**config.mk**
```make
export PLATFORM = sky130hd
export DESIGN_NAME = serial_rx_framed_flat
export DESIGN_NICKNAME = d
export VERILOG_FILES = /design/src/rtl/serial_rx_framed_if.sv /design/src/rtl/serial_rx_framed.sv /design/src/flat_wrapper.sv
export SDC_FILE = /design/constraint.sdc
export NUM_CORES = 1
export LEC_CHECK = 0
export ABC_AREA = 1
export CAP_MARGIN = 40
export CELL_PAD_IN_SITES_DETAIL_PLACEMENT = 0
export CELL_PAD_IN_SITES_GLOBAL_PLACEMENT = 1
export CORE_MARGIN = 2
export CORE_UTILIZATION = 40
export CTS_BUF_LIST = sky130_fd_sc_hd__clkbuf_8
export CTS_CLUSTER_DIAMETER = 200
export DETAILED_ROUTE_END_ITERATION = 8
export HOLD_SLACK_MARGIN = 0.12
export PLACE_DENSITY_LB_ADDON = 0.1
export SYNTH_ARGS = -nofsm -noshare
export SYNTH_HDL_FRONTEND = slang
export SYNTH_SLANG_ARGS = --single-unit
```
**constraint.sdc**
```tcl
create_clock -name clock -period 1.51 [get_ports clock]
set_clock_uncertainty 0.1 [all_clocks]
set_input_delay 0.302 -clock clock [delete_from_list [all_inputs] [get_ports clock]]
set_output_delay 0.302 -clock clock [all_outputs]
set_load 0.03 [all_outputs]
```
**src/rtl/serial_rx_framed_if.sv**
```systemverilog
// rtl/serial_rx_framed_if.sv - line, CPU handshake and status signals of the framed serial receiver
interface serial_rx_framed_if #(
    parameter int DATA_BITS = 8
);
    logic                 serialInput;
    logic                 charAck;
    logic [DATA_BITS-1:0] parallelIn;
    logic                 charReceived;
    logic                 framingError;
    logic                 overrun;

    modport master (
        output serialInput, charAck,
        input  parallelIn, charReceived, framingError, overrun
    );

    modport slave (
        input  serialInput, charAck,
        output parallelIn, charReceived, framingError, overrun
    );
endinterface

```
**src/rtl/serial_rx_framed.sv**
```systemverilog
// rtl/serial_rx_framed.sv - 8N1 serial receiver with mid-bit sampling and charReceived/charAck handshake
module serial_rx_framed #(
    parameter int DATA_BITS    = 8,
    parameter int CLKS_PER_BIT = 16,
    parameter int SYNC_STAGES  = 2
) (
    input  logic                clock,
    input  logic                reset,
    serial_rx_framed_if.slave   bus
);
    localparam int CW = $clog2(CLKS_PER_BIT);
    localparam int IW = (DATA_BITS > 1) ? $clog2(DATA_BITS) : 1;
    localparam logic [CW-1:0] CNT_ONE  = CW'(1);
    localparam logic [CW-1:0] HALF_M1  = CW'(CLKS_PER_BIT / 2 - 1);
    localparam logic [CW-1:0] CNT_LAST = CW'(CLKS_PER_BIT - 1);
    localparam logic [IW-1:0] IDX_ONE  = IW'(1);
    localparam logic [IW-1:0] IDX_LAST = IW'(DATA_BITS - 1);

    typedef enum logic [2:0] {S_IDLE, S_START, S_DATA, S_STOP, S_BREAK} state_t;

    state_t               state_q, state_d;
    logic [CW-1:0]        cnt_q, cnt_d;
    logic [IW-1:0]        idx_q, idx_d;
    logic [DATA_BITS-1:0] shift_q, shift_d;
    logic [SYNC_STAGES-1:0] sync_q, sync_d;
    logic                 done_q, done_d;
    logic                 ferr_set;
    logic [DATA_BITS-1:0] data_q, data_d;
    logic                 rdy_q, rdy_d;
    logic                 ferr_q, ferr_d;
    logic                 ovr_q, ovr_d;
    logic                 rx;

    generate
        if (SYNC_STAGES == 1) begin : g_sync1
            assign sync_d = bus.serialInput;
        end else begin : g_syncn
            assign sync_d = {sync_q[SYNC_STAGES-2:0], bus.serialInput};
        end
    endgenerate

    assign rx = sync_q[SYNC_STAGES-1];

    // Counter restarts at every sample point so each phase counts from zero.
    always_comb begin
        state_d  = state_q;
        cnt_d    = cnt_q;
        idx_d    = idx_q;
        shift_d  = shift_q;
        done_d   = 1'b0;
        ferr_set = 1'b0;
        case (state_q)
            S_IDLE: begin
                if (!rx) begin
                    state_d = S_START;
                    cnt_d   = '0;
                end
            end
            S_START: begin
                if (cnt_q == HALF_M1) begin
                    cnt_d   = '0;
                    idx_d   = '0;
                    state_d = rx ? S_IDLE : S_DATA;
                end else begin
                    cnt_d = cnt_q + CNT_ONE;
                end
            end
            S_DATA: begin
                if (cnt_q == CNT_LAST) begin
                    cnt_d   = '0;
                    shift_d = {rx, shift_q[DATA_BITS-1:1]};
                    if (idx_q == IDX_LAST) begin
                        state_d = S_STOP;
                    end else begin
                        idx_d = idx_q + IDX_ONE;
                    end
                end else begin
                    cnt_d = cnt_q + CNT_ONE;
                end
            end
            S_STOP: begin
                if (cnt_q == CNT_LAST) begin
                    cnt_d = '0;
                    if (rx) begin
                        done_d  = 1'b1;
                        state_d = S_IDLE;
                    end else begin
                        ferr_set = 1'b1;
                        state_d  = S_BREAK;
                    end
                end else begin
                    cnt_d = cnt_q + CNT_ONE;
                end
            end
            S_BREAK: begin
                if (rx) begin
                    state_d = S_IDLE;
                end
            end
            default: state_d = S_IDLE;
        endcase
    end

    // Ack clears first so a coincident completion or framing error still lands.
    always_comb begin
        data_d = data_q;
        rdy_d  = rdy_q;
        ferr_d = ferr_q;
        ovr_d  = ovr_q;
        if (bus.charAck) begin
            rdy_d  = 1'b0;
            ferr_d = 1'b0;
            ovr_d  = 1'b0;
        end
        if (done_q) begin
            if (!rdy_q || bus.charAck) begin
                data_d = shift_q;
                rdy_d  = 1'b1;
            end else begin
                ovr_d = 1'b1;
            end
        end
        if (ferr_set) begin
            ferr_d = 1'b1;
        end
    end

    always_ff @(posedge clock or negedge reset) begin
        if (!reset) begin
            state_q <= S_IDLE;
            cnt_q   <= '0;
            idx_q   <= '0;
            shift_q <= '0;
            sync_q  <= '1;
            done_q  <= 1'b0;
            data_q  <= '0;
            rdy_q   <= 1'b0;
            ferr_q  <= 1'b0;
            ovr_q   <= 1'b0;
        end else begin
            state_q <= state_d;
            cnt_q   <= cnt_d;
            idx_q   <= idx_d;
            shift_q <= shift_d;
            sync_q  <= sync_d;
            done_q  <= done_d;
            data_q  <= data_d;
            rdy_q   <= rdy_d;
            ferr_q  <= ferr_d;
            ovr_q   <= ovr_d;
        end
    end

    assign bus.parallelIn   = data_q;
    assign bus.charReceived = rdy_q;
    assign bus.framingError = ferr_q;
    assign bus.overrun      = ovr_q;
endmodule

```
**src/flat_wrapper.sv**
```systemverilog
// flat-port wrapper written by rule: the top's interface ports become plain ports
module serial_rx_framed_flat 
#(
    parameter int DATA_BITS    = 8,
    parameter int CLKS_PER_BIT = 16,
    parameter int SYNC_STAGES  = 2
)
  (clock, reset, bus_serialInput, bus_charAck, bus_parallelIn, bus_charReceived, bus_framingError, bus_overrun);
  serial_rx_framed_if #(.DATA_BITS(DATA_BITS)) bus_i ();
  input  logic clock;
  input  logic reset;
  input wire logic [$bits(bus_i.serialInput)-1:0] bus_serialInput;
  input wire logic [$bits(bus_i.charAck)-1:0] bus_charAck;
  output wire logic [$bits(bus_i.parallelIn)-1:0] bus_parallelIn;
  output wire logic [$bits(bus_i.charReceived)-1:0] bus_charReceived;
  output wire logic [$bits(bus_i.framingError)-1:0] bus_framingError;
  output wire logic [$bits(bus_i.overrun)-1:0] bus_overrun;
  assign bus_i.serialInput = bus_serialInput;
  assign bus_i.charAck = bus_charAck;
  assign bus_parallelIn = bus_i.parallelIn;
  assign bus_charReceived = bus_i.charReceived;
  assign bus_framingError = bus_i.framingError;
  assign bus_overrun = bus_i.overrun;
  serial_rx_framed #(.DATA_BITS(DATA_BITS), .CLKS_PER_BIT(CLKS_PER_BIT), .SYNC_STAGES(SYNC_STAGES)) u_core (.clock(clock), .reset(reset), .bus(bus_i));
endmodule
```
==> results.py <==
metrics = {
    "run_status": {
        "status": "finished, final reports clean",
    },
    "timing": {
        "max-slew-margin-rel": 0.797,
        "timing.final.ws_setup_ps": 73.8,
        "tightest_slew_ps": 305,
        "setup_tns_ps": 0,
        "slew_violations": 0,
        "min_period_ps": 1440,
        "period_share": 0.951,
        "setup_violations": 0,
        "finalHoldViolCount": 0,
        "rsz0062_at_grt": "yes",
        "clock.fmax_mhz": 696,
    },
    "worst_setup_path": {
        "crit_path_max_fanout": 3,
        "crit_required_ps": 1110,
        "slowest_stage": "dlygate4sd2_1",
        "crit_chain": "dlygate4sd2_1",
        "end_kind": "output port",
        "critPathBufInv": 1,
        "critPathTopFamily": "buffers and inverters",
        "arrival_ps": 1030,
        "path_class": "register to output port",
        "cp-start-kind": "register",
        "max_stage_delay_ps": 400,
    },
    "pwr": {
        "p_int_w": 0.00164,
        "leakage_nw": 0.936,
        "ir_drop_uv": 810,
        "seqPwrFrac": 0.441,
        "power.density_nw_per_um2": 1310,
        "switchingPower_w": 0.000753,
        "switching_share": 0.314,
        "pwr-share-comb": 0.230,
        "p_clk_frac": 0.328,
        "p_total_w": 0.00240,
    },
    "yosys": {
        "synth_edf_count": 0,
        "yosysMostFrequentCell": "nand2_1",
        "syn_nets": 161,
        "synth.area.top_cells": "dfrtp_1 53%, nand2_1 11%, inv_1 4.7%",
        "synth_common_cells": "42 x nand2_1, 30 x dfrtp_1, 18 x inv_1",
        "synth_ff_type": "dfrtp_1",
        "seq_area_frac_synth": 0.562,
        "synth_area_um2": 1430,
        "yosysTopAreaCell": "dfrtp_1",
        "synth_cell_type_count": 26,
        "netlist_instances": 154,
        "synth_top_area_share": 0.525,
        "ys_ff_latch": 32,
        "async_reset_ff_frac": 1.00,
        "avgSynthCellArea_um2": 9.28,
        "ys_warn_count": 0,
    },
    "cts": {
        "cts.hold.buffers_added": 0,
        "htree_levels": 2,
        "clock_sinks": 32,
        "cts_tree": "built",
        "cts_root_buf": "clkbuf_8",
        "numCtsBuffers": 5,
        "clock_path_buffers": 2,
        "clkTransAtPathRegs_ps": 70,
        "insertion_delay_ps": 270,
    },
    "flow_run": {
        "cap_violations": 0,
    },
    "placed_design": {
        "dpl_cell_area_um2": 1660,
        "port_buffers": 14,
        "place_ws_ps": 9.82,
        "hpwl_mm": 1.73,
        "finalWeightedCongestion": 0.775,
    },
    "cells_and_area": {
        "nets": 187,
        "fillCellCount": 315,
        "area_growth_pct": 28.0,
        "diodes": 0,
        "design_area_um2": 1830,
        "layout-drive-gt1-share": 0.221,
    },
    "grt": {
        "grt_overflow": 0,
        "grt_max_degree": 33,
        "antenna_found_initial": 0,
        "grt_pass1_vias": 1083,
        "grtUsageTotal": 0.144,
        "grt_pass1_wl_mm": 4.65,
    },
    "min_path": {
        "hold_class": "register to register",
    },
    "detailed_routing": {
        "totalWireLength_mm": 2.54,
        "wire_per_inst_um": 11.2,
        "dr_total_vias": 1095,
        "drc": 0,
        "drt_first_pass_iters": 4,
        "via_per_inst": 4.82,
        "drt_iter0_markers": 58,
        "ant_nets": 0,
    },
    "floorplan": {
        "io_pins": 15,
        "rows": 21,
        "die-height_um": 63.8,
        "core_area_um2": 3390,
        "die-area_um2": 4070,
        "start_util": 0.422,
        "die_w_um": 63.8,
    },
}
worst paths after layout:
| path | from | to | slack, ps | depth (start not counted) |
|---|---|---|---|---|
| setup / recovery | u_core.bus.charReceived$_DFF_PN0_ | bus_charReceived | 70 | 1 |
| hold / removal | u_core.sync_q[0]$_DFF_PN1_ | u_core.sync_q[1]$_DFF_PN1_ | 260 | 0 |
| setup reg to reg | u_core.cnt_q[1]$_DFFE_PN0P_ | u_core.idx_q[0]$_DFFE_PN0P_ | 80 | 7 |
| hold reg to reg | u_core.sync_q[0]$_DFF_PN1_ | u_core.sync_q[1]$_DFF_PN1_ | 260 | 0 |
| max in group asynchronous | reset | u_core.sync_q[1]$_DFF_PN1_ | 760 | 2 |
| min in group asynchronous | reset | u_core.shift_q[0]$_DFFE_PN0P_ | 290 | 2 |
per-stage QoR:
stage / util / hold slack (ps) / instances
2_1_floorplan: - / -93.6 / 154
6_report: 0.540 / 264 / 227
5_1_grt: 0.540 / 274 / 227
3_5_place_dp: 0.489 / 252 / 215
3_3_place_gp: 0.489 / 247 / 215
4_1_cts: 0.517 / 267 / 223
repair_timing:
action	in CTS	in global routing
gates resized for setup	11	12
setup buffers	0	4
endpoints found under the setup margin	11	7
pin swaps	0	8
layout make-up:
| cell class | count | area, um2 | area share |
|---|---|---|---|
| timing repair buffer | 21 | 216 | 0.118 |
| sequential | 32 | 805 | 0.440 |
| clock inverter | 3 | 38.8 | 0.0212 |
| multi-input combinational | 98 | 561 | 0.306 |
| inverter | 22 | 82.6 | 0.0451 |
| clock buffer | 5 | 68.8 | 0.0376 |
| tap | 46 | 57.6 | 0.0315 |
state kept, by name, indices dropped and copies added, names as in the netlist:
name and flops:
u_core.bus.charReceived 1, u_core.bus.framingError 1, u_core.bus.overrun 1, u_core.bus.parallelIn 8, u_core.cnt_q 4, u_core.done_q 1
u_core.idx_q 3, u_core.shift_q 8, u_core.state_q 3, u_core.sync_q 2
power by group through the flow:
| stage | clock [W] | combinational [W] | sequential [W] |
|---|---|---|---|
| after floorplan | 0 | 0.000378 | 0.00104 |
| after global placement | 0 | 0.000492 | 0.00106 |
| after detailed placement | 0 | 0.000508 | 0.00106 |
| after CTS | 0.000805 | 0.000511 | 0.00104 |
| after global routing | 0.000853 | 0.000645 | 0.00107 |
| final | 0.000787 | 0.000552 | 0.00106 |
placed cells by master, fill, tap and decap left out:
cell / n
dlygate4sd2_1: 11
buf_4: 4
a22oi_1: 1
dfstp_2: 2
nor2_4: 3
a21oi_1: 1
o21ai_1: 7
nand3_1: 9
ha_2: 2
inv_1: 17
o21ai_2: 3
nor2_1: 5
ha_4: 1
nand2_4: 1
clkdlybuf4s50_1: 3
nand2_1: 40
dfrtp_1: 29
nand4_1: 2
nand2_2: 3
inv_2: 6
o211ai_1: 1
clkinv_2: 1
dfrtp_2: 1
xor2_1: 1
clkbuf_8: 5
bufinv_16: 1
nor2_2: 2
mux2i_1: 1
nand3_4: 1
nor3_1: 1
o21ai_0: 12
buf_12: 3
nor2_8: 1
cells by family after synthesis:
logic type	Yosys count	share of synthesized area
AND/OR/NAND/NOR	68	0.231
flip-flops	32	0.562
AO/OA/AOI/OAI	25	0.0990
buffers and inverters	24	0.0683
adder cells (fa/ha/maj)	3	0.0263
XOR/XNOR	1	0.00613
multiplexers	1	0.00701
per-layer routing:
layer	up-vias	routed length (um)	global-route usage
met1	531	1220	0.181
met5	-	0	0
met4	0	36	0.0489
li1	541	-	-
met3	4	75	0.0440
met2	19	1210	0.237
Note: power is estimated with default switching activity, not from simulation.
